<file path="src/rtl/rr_arb8_pkg.sv">
// Shared constants and FSM state type for the eight-way round-robin arbiter.
package eel_arb_pkg;

    localparam int NREQ = 8;
    localparam int IDXW = 3;

    typedef enum logic {
        IDLE = 1'b0,
        BUSY = 1'b1
    } arb_state_e;

endpackage

</file>
<file path="src/rtl/rr_arb8_if.sv">
// Requester/consumer bundle of the arbiter: requests and data words in, granted word out.
interface rr_arb8_if #(
    parameter int WIDTH = 32
);
    import eel_arb_pkg::*;

    logic [NREQ-1:0]  req;
    logic [WIDTH-1:0] d [NREQ];
    logic             ready;
    logic             valid;
    logic [WIDTH-1:0] dout;
    logic [IDXW-1:0]  sel;
    logic [NREQ-1:0]  ack;

    modport master (
        output req, d, ready,
        input  valid, dout, sel, ack
    );

    modport slave (
        input  req, d, ready,
        output valid, dout, sel, ack
    );

endinterface

</file>
<file path="src/rtl/rr_arb8_mux.sv">
// Legacy 8:1 word multiplexer that the arbiter drives with its next-grant index.
module MUX8T1 #(
    parameter int WIDTH = 32
) (
    input  logic [2:0]       SEL,
    input  logic [WIDTH-1:0] D0,
    input  logic [WIDTH-1:0] D1,
    input  logic [WIDTH-1:0] D2,
    input  logic [WIDTH-1:0] D3,
    input  logic [WIDTH-1:0] D4,
    input  logic [WIDTH-1:0] D5,
    input  logic [WIDTH-1:0] D6,
    input  logic [WIDTH-1:0] D7,
    output logic [WIDTH-1:0] DOUT
);

    always_comb begin
        DOUT = D0;
        case (SEL)
            3'd0: DOUT = D0;
            3'd1: DOUT = D1;
            3'd2: DOUT = D2;
            3'd3: DOUT = D3;
            3'd4: DOUT = D4;
            3'd5: DOUT = D5;
            3'd6: DOUT = D6;
            3'd7: DOUT = D7;
            default: DOUT = D0;
        endcase
    end

endmodule

</file>
<file path="src/rtl/rr_arb8_pick.sv">
// Combinational round-robin picker: first set request bit found scanning from start upward, modulo 8.
module rr_pick8
    import eel_arb_pkg::*;
(
    input  logic [NREQ-1:0] req_i,
    input  logic [IDXW-1:0] start_i,
    output logic [IDXW-1:0] idx_o,
    output logic            any_o
);

    logic [IDXW-1:0] cand;

    // Scan from the farthest offset down so the nearest set bit to start_i is the last to win.
    always_comb begin
        idx_o = '0;
        cand  = '0;
        any_o = |req_i;
        for (int k = NREQ - 1; k >= 0; k--) begin
            cand = start_i + IDXW'(k);
            if (req_i[cand]) begin
                idx_o = cand;
            end
        end
    end

endmodule

</file>
<file path="src/rtl/rr_arb8.sv">
// Round-robin arbiter sharing one 8:1 datapath mux; the granted word is registered
// and handed downstream over valid/ready, with back-to-back grants while requests remain.
module rr_arb8
    import eel_arb_pkg::*;
#(
    parameter int WIDTH = 32
) (
    input  logic     CLK,
    input  logic     RST,
    rr_arb8_if.slave bus
);

    arb_state_e       state_q, state_d;
    logic [IDXW-1:0]  ptr_q, ptr_d;
    logic [IDXW-1:0]  sel_q, sel_d;
    logic [WIDTH-1:0] dout_q;
    logic [WIDTH-1:0] mux_out;
    logic [NREQ-1:0]  elig;
    logic [IDXW-1:0]  scan_start;
    logic [IDXW-1:0]  pick_idx;
    logic             pick_any;
    logic             xfer;
    logic             load;

    rr_pick8 u_pick (
        .req_i   (elig),
        .start_i (scan_start),
        .idx_o   (pick_idx),
        .any_o   (pick_any)
    );

    MUX8T1 #(.WIDTH(WIDTH)) u_mux (
        .SEL  (sel_d),
        .D0   (bus.d[0]),
        .D1   (bus.d[1]),
        .D2   (bus.d[2]),
        .D3   (bus.d[3]),
        .D4   (bus.d[4]),
        .D5   (bus.d[5]),
        .D6   (bus.d[6]),
        .D7   (bus.d[7]),
        .DOUT (mux_out)
    );

    // A transfer masks the departing requester and rescans from the slot after it.
    always_comb begin
        xfer       = (state_q == BUSY) && bus.ready && !RST;
        elig       = bus.req;
        scan_start = ptr_q;
        state_d    = state_q;
        ptr_d      = ptr_q;
        sel_d      = sel_q;
        load       = 1'b0;

        if (xfer) begin
            elig       = bus.req & ~(NREQ'(1) << sel_q);
            scan_start = sel_q + IDXW'(1);
        end

        case (state_q)
            IDLE: begin
                if (pick_any) begin
                    sel_d   = pick_idx;
                    load    = 1'b1;
                    state_d = BUSY;
                end
            end
            BUSY: begin
                if (xfer) begin
                    ptr_d = sel_q + IDXW'(1);
                    if (pick_any) begin
                        sel_d = pick_idx;
                        load  = 1'b1;
                    end else begin
                        state_d = IDLE;
                    end
                end
            end
            default: state_d = IDLE;
        endcase
    end

    always_ff @(posedge CLK) begin
        if (RST) begin
            state_q <= IDLE;
            ptr_q   <= '0;
            sel_q   <= '0;
            dout_q  <= '0;
        end else begin
            state_q <= state_d;
            ptr_q   <= ptr_d;
            sel_q   <= sel_d;
            if (load) begin
                dout_q <= mux_out;
            end
        end
    end

    assign bus.valid = (state_q == BUSY);
    assign bus.dout  = dout_q;
    assign bus.sel   = sel_q;
    assign bus.ack   = xfer ? (NREQ'(1) << sel_q) : '0;

endmodule

</file>
<file path="src/flat_wrapper.sv">
// flat-port wrapper written by rule: the top's interface ports become plain ports
module rr_arb8_flat import eel_arb_pkg::*;
#(
    parameter int WIDTH = 32
)
  (CLK, RST, bus_req, bus_d, bus_ready, bus_valid, bus_dout, bus_sel, bus_ack);
  rr_arb8_if #(.WIDTH(WIDTH)) bus_i ();
  input  logic CLK;
  input  logic RST;
  input wire logic [$bits(bus_i.req)-1:0] bus_req;
  input wire logic [$bits(bus_i.d)-1:0] bus_d;
  input wire logic [$bits(bus_i.ready)-1:0] bus_ready;
  output wire logic [$bits(bus_i.valid)-1:0] bus_valid;
  output wire logic [$bits(bus_i.dout)-1:0] bus_dout;
  output wire logic [$bits(bus_i.sel)-1:0] bus_sel;
  output wire logic [$bits(bus_i.ack)-1:0] bus_ack;
  assign bus_i.req = bus_req;
  assign bus_i.d = {>>{bus_d}};
  assign bus_i.ready = bus_ready;
  assign bus_valid = bus_i.valid;
  assign bus_dout = bus_i.dout;
  assign bus_sel = bus_i.sel;
  assign bus_ack = bus_i.ack;
  rr_arb8 #(.WIDTH(WIDTH)) u_core (.CLK(CLK), .RST(RST), .bus(bus_i));
endmodule
</file>
<file path="config.mk">
export PLATFORM = sky130hd
export DESIGN_NAME = rr_arb8_flat
export DESIGN_NICKNAME = d
export VERILOG_FILES = /design/src/rtl/rr_arb8_pkg.sv /design/src/rtl/rr_arb8_if.sv /design/src/rtl/rr_arb8_mux.sv /design/src/rtl/rr_arb8_pick.sv /design/src/rtl/rr_arb8.sv /design/src/flat_wrapper.sv
export SDC_FILE = /design/constraint.sdc
export NUM_CORES = 1
export LEC_CHECK = 0
export CORE_AREA = 2 2 119 121
export CTS_CLUSTER_SIZE = 12
export DETAILED_ROUTE_END_ITERATION = 8
export DIE_AREA = 0 0 121 123
export HOLD_SLACK_MARGIN = 0.1
export PLACE_DENSITY_LB_ADDON = 0.1
export SYNTH_ARGS = -nofsm -noshare
export SYNTH_HDL_FRONTEND = slang
export SYNTH_SLANG_ARGS = --single-unit
</file>
<file path="constraint.sdc">
create_clock -name CLK -period 5.4 [get_ports CLK]
set_input_delay 1.08 -clock CLK [delete_from_list [all_inputs] [get_ports CLK]]
set_output_delay 1.08 -clock CLK [all_outputs]
set_load 0.02 [all_outputs]
</file>
### Word-level counts from Yosys, hierarchy flattened

Cells that the tools add are included.

* logic and storage cells: 72
* register bits: 39
* bits of input ports: 267
* output and inout bits: 44

* reductions and logical operators: 5
* magnitude comparators: 8
* $add $sub $neg: 8
* muxes and demuxes: 36
* bitwise gates (word level): 3
* shift-type cells: 1
* equality and inequality tests: 7

Operator list (count)
* $pmux 32 s8: 1
* $mux 3: 11
* $lt 3x4->1 const B: 8
* $bmux 1 s3: 8
* $mux 8: 2
* $add 3x3->3 const B: 4
* $eq 3x3->1 const B: 4
* $mux 1: 11
* $and 8x8->8: 1
* $not 8->8: 1
* $reduce_or 8->1: 1
* $shl 1x3->8 const A: 1
* $add 3x1->3 const B: 2
* $add 3x2->3 const B: 2
* $eq 3x2->1 const B: 2
* $pmux 3 s2: 1
* $pmux 1 s2: 2
* $eq 3x1->1 const B: 1
* $logic_not 3->1: 1
* $logic_and 1x1->1: 2
* $logic_not 1->1: 1
* $not 1->1: 1

### Depth between registers and ports, before layout

Gate-level depths: netlist (run 1).

* depth after elaboration: 19
* mapped depth: 20
* mapped depth without buffers: 17

### Hierarchy

From an unflattened synthesis (run 1), not the netlist that was laid out.

* cells, all modules: 598
* area, all modules: 5111.2 um^2

Modules (own cells, without submodules)
* MUX8T1: sequential area each 0.0 um^2, instances 1, area an instance 2244.7 um^2, cells each 306
* rr_arb8: sequential area each 780.7 um^2, instances 1, area an instance 2074.5 um^2, cells each 207
* rr_pick8: sequential area each 0.0 um^2, instances 1, area an instance 792.0 um^2, cells each 85

### Worst setup path after synthesis (run 1)

OpenSTA, ideal clock, no wires.

* path kind: input-to-reg
* from: input bus_ready
* to: register u_core.dout_q[4], in the netlist u_core.bus.dout[4]
* arrival: 4.704 ns
* data required time: 5.277 ns
* path slack: 0.573 ns
* stages: 20
* path buffers: 6
* cells stage by stage: buf_6 -> and3b_1 -> buf_6 -> mux2i_4 -> buf_4 -> ha_1 -> inv_1 -> o211ai_1 -> and2_1 -> clkbuf_1 -> mux2_2 -> mux2_2 -> or4b_1 -> a31oi_1 -> or3_1 -> buf_2 -> buf_4 -> a21oi_1 -> nor4_1 -> o21ai_1

* longest elaborated chain between the ends: 19
* elaborated cells between the ends (all ways): 51

RTL lines
* from (decl): RTL line flat_wrapper.sv:12 `input wire logic [$bits(bus_i.ready)-1:0] bus_ready;`
* $logic_and 1x1->1 * (2 in series): RTL line rr_arb8.sv:47 `xfer = (state_q == BUSY) && bus.ready && !RST;`
* $mux 3: RTL line rr_arb8.sv:55 `if (xfer) begin`
* $add 3x3->3: RTL line rr_arb8_pick.sv:19 `cand = start_i + IDXW'(k);`
* $bmux 1 s3: RTL line rr_arb8_pick.sv:20 `if (req_i[cand]) begin`
* $mux 1 (implied by the code): RTL line rr_arb8_pick.sv:20
* $mux 3 (8 in series): RTL line rr_arb8_pick.sv:20
* $mux 3: RTL line rr_arb8.sv:62, rr_arb8.sv:71
* $mux 3: RTL line rr_arb8.sv:69 `if (xfer) begin`
* $pmux 3 s2: RTL line rr_arb8.sv:60 `case (state_q)`
* $eq 3x3->1, or another cell as far along: RTL line rr_arb8_mux.sv:19 `case (SEL)`
* $pmux 32 s8: RTL line rr_arb8_mux.sv:19
* to (signal assigned): RTL line rr_arb8.sv:94 `dout_q <= mux_out;`
* to (decl): RTL line rr_arb8.sv:16 `logic [WIDTH-1:0] dout_q;`

Mark *: on every way between the ends. The rest lies on a longest branch, timed or not. The select of a mux whose other input is x is not followed.
A chain may end at the register's enable or synchronous reset.

### Worst setup path in the final report (run 1)

* from: input bus_ready
* to: register u_core.dout_q[6], in the netlist u_core.bus.dout[6]

The elaborated chain is that of the path after synthesis.

==> results of run 1 <==
-- state kept, by name, indices dropped and copies added, names as in the netlist --
register and cells:
u_core.ptr_q 3, u_core.bus.valid 1, u_core.bus.sel 3, u_core.bus.dout 32
-- synth_stat cells, drive strengths merged, types with 3 or more instances --
| library cell | instances |
|---|---|
| or2 | 3 |
| o31ai | 3 |
| or3 | 3 |
| a32o | 3 |
| nor2 | 24 |
| buf | 34 |
| a22o | 3 |
| nand3b | 5 |
| a32oi | 24 |
| o22ai | 5 |
| nand2 | 52 |
| a21o | 3 |
| o2111ai | 3 |
| a22oi | 30 |
| dfxtp | 39 |
| a211oi | 3 |
| a221oi | 24 |
| o211a | 4 |
| a21oi | 48 |
| nor3 | 18 |
| and3 | 5 |
| clkbuf | 19 |
| mux2 | 27 |
| a31oi | 8 |
| ha | 8 |
| mux2i | 48 |
| nand3 | 6 |
| inv | 15 |
| o211ai | 7 |
| nand4b | 9 |
| o21ai | 73 |
| a2111oi | 3 |
-- kinds of logic after synthesis --
family,Yosys count
compound gates,267
simple gates,141
mux,75
buf+inv,68
flops,39
fa+ha+maj,8
xor+xnor,2
-- power by group through the flow --
stage | combinational (uW) | sequential (uW) | clock, uW
2_1_floorplan | 825 | 475 | 0
3_3_place_gp | 1510 | 411 | 0
3_5_place_dp | 1530 | 415 | 0
4_1_cts | 1540 | 410 | 311
5_1_grt | 1650 | 419 | 319
6_report | 1550 | 411 | 305
-- layout make-up --
cell class / count / area [um2] / area share
multi-input combinational: 493 / 3710 / 0.441
timing repair buffer: 351 / 3500 / 0.416
sequential: 39 / 781 / 0.0929
tap: 180 / 225 / 0.0268
clock buffer: 6 / 129 / 0.0153
inverter: 15 / 56.3 / 0.00670
clock inverter: 2 / 12.5 / 0.00149
-- worst min-delay path, stage by stage (launching register included) --
cell	delay, ns
dfxtp_1	0.31
nand2_1	0.05
o21ai_1	0.05
-- worst paths after layout --
path	to	cells after the start
hold reg to reg	u_core.bus.dout[4]	2
hold / removal	u_core.bus.dout[4]	2
setup reg to reg	u_core.bus.dout[6]	16
setup / recovery	u_core.bus.dout[6]	16
-- per-stage QoR --
stage          total power (uW)  instances  utilization  instance area [um2]  setup WS (ns)
3_5_place_dp               1940       1078        0.607                 8270         0.0335
3_3_place_gp               1920       1078        0.607                 8270         0.0925
5_1_grt                    2380       1086        0.618                 8410         0.0592
6_report                   2260       1086        0.618                 8410          0.299
2_1_floorplan              1300        600            -                 4810          0.573
4_1_cts                    2260       1086        0.618                 8410          0.315
-- layer usage --
metal | routed length (um) | global-route usage | vias to the layer above
met5 | 0 | 0 | -
met4 | 558 | 0.0858 | 0
met3 | 1990 | 0.0618 | 41
met2 | 11400 | 0.508 | 348
met1 | 9200 | 0.366 | 2994
li1 | - | - | 2993
==> reports/results.ini, run 1 <==
[status]
status=completed

[critical_path]
slowest_delay_ns=0.71
cp.required_ns=5.61
cp_max_fo=27
setup.worst_path.start=bus_ready
path_class=input port to flop
crit_path_frequent_cell=mux2_2
start_kind=input port
cpMaxStageDelayCell=nor2_4
reg2reg_slack_ns=0.89
path_delay_family=simple AND/OR/NAND/NOR gates
r2r-start=u_core.bus.sel[0]
cp_data_arrival_time_ns=5.31
crit_path_cell_trace=clkdlybuf4s50_1 -> and3b_1 -> mux2i_4 -> ha_1 -> inv_1 -> o211ai_1 -> and2_1 -> mux2_2 -> mux2_2 -> or4b_1 -> a31oi_1 -> buf_4 -> nor3_4 -> nor2_4 -> a221oi_1 -> a22oi_1
end_kind=flop
critPathBufInv=3

[synthesis]
ys_types=87
synth_xor_area_frac=0.00364
synth_top_family_by_area=compound AO/OA/AOI/OAI gates
syn_nets=875
ys_ff_latch=39
synth_area_um2=4810
async_reset_ff_frac=0
syn-instance-count=600
synth-compound-area-share=0.416
synth_enable_flop_cells=0
ys_seq_area_frac=0.162
muxShareOfSynthArea=0.166
synth-adder-area-share=0.0208
ys.flop_type=dfxtp_1
synth_top_area_share=0.162
synth.avg_cell_area_um2=8.01
synth_warnings=0
synth_top_cell_by_area=dfxtp_1
netlist_top_cells_area=dfxtp_1, mux2i_1, o21ai_0
synth_simple_gate_area_frac=0.160

[power]
ir_drop_uv=144
power.density_nw_per_um2=269
clkPwrFrac=0.135
sw_frac_of_total=0.446
power_frac_comb=0.683
internal_power_uw=1250
power_leakage_uw=0.00321
share_seq_of_total_power=0.182
power.net_switching_uw=1010

[final_layout]
n_fill_cell=1199
layout_common_cells=clkdlybuf4s50_1, o21ai_0, nand2_1, a21oi_1, mux2i_1
n_antenna_cell=0
synthToLayoutAreaGrowth_pct=74.9
drive_gt1_frac=0.130
finalNetCount=1180
final_common_cell=clkdlybuf4s50_1

[sta]
period_share=0.945
fmax_mhz=196
tns_ns=0
final_max_slew_viol_count=0
hold_viol_final=0
final.min_clock_period_ns=5.10
rsz0062_at_grt=false
hold_ws_ns=0.458
worst_pin_slew_ns=0.888
slew_headroom=0.407
skew_ns=0.00737
setup_viol=0

[clocking]
clock-root-buffer=clkbuf_16
worstSkewPairLatency_ns=0.29
clk_pin_slew_worst_paths_ns=0.06
numCtsBuffers=5
cts.repair.resized=0
cts_hold_buf=0
cts_tree=yes
cts_max_path_buffers=2
post-cts-setup-buffer-count=0
clock_sinks=39
htreeDepth=2

[floorplan]
rows=43
dieWidth_um=121
die_height_um=123
core_um2=13600
start_util=0.353
die_area_um2=14900
ios=311

[routing]
wl_per_cell_um=21.3
drtIter0Drc=485
wl_um=23100
routed_via_density=5.87
ant_nets=0
drc=0
dr.pass1.iters=6
vias=6376

[global_route]
grt_max_degree=55
grt.overflow.total=0
track_usage=0.293
grt_pass1_vias=6279
antenna_found_initial=0
grt_first_pass_wirelength_um=34200

[placed_design]
post-dp-hpwl_um=18200
numPortBuffers=310
routabilityCongestion=1.02

[job]
maxCapViolCount=0

[min_path]
hp-class=flop to flop
worstHoldStart=u_core.bus.dout[4]

No activity file was read; power rests on OpenSTA's default activity.
==> run 2: changes to the inputs <==
--- a/config.mk
+++ b/config.mk
@@ -5,6 +5,7 @@
 export SDC_FILE = /design/constraint.sdc
 export NUM_CORES = 1
 export LEC_CHECK = 0
+export CAP_MARGIN = 30
 export CORE_AREA = 2 2 119 121
 export CTS_CLUSTER_SIZE = 12
 export DETAILED_ROUTE_END_ITERATION = 8
==> results of run 2 <==
The final DEF is identical to that of run 1; final timing and power are the same.
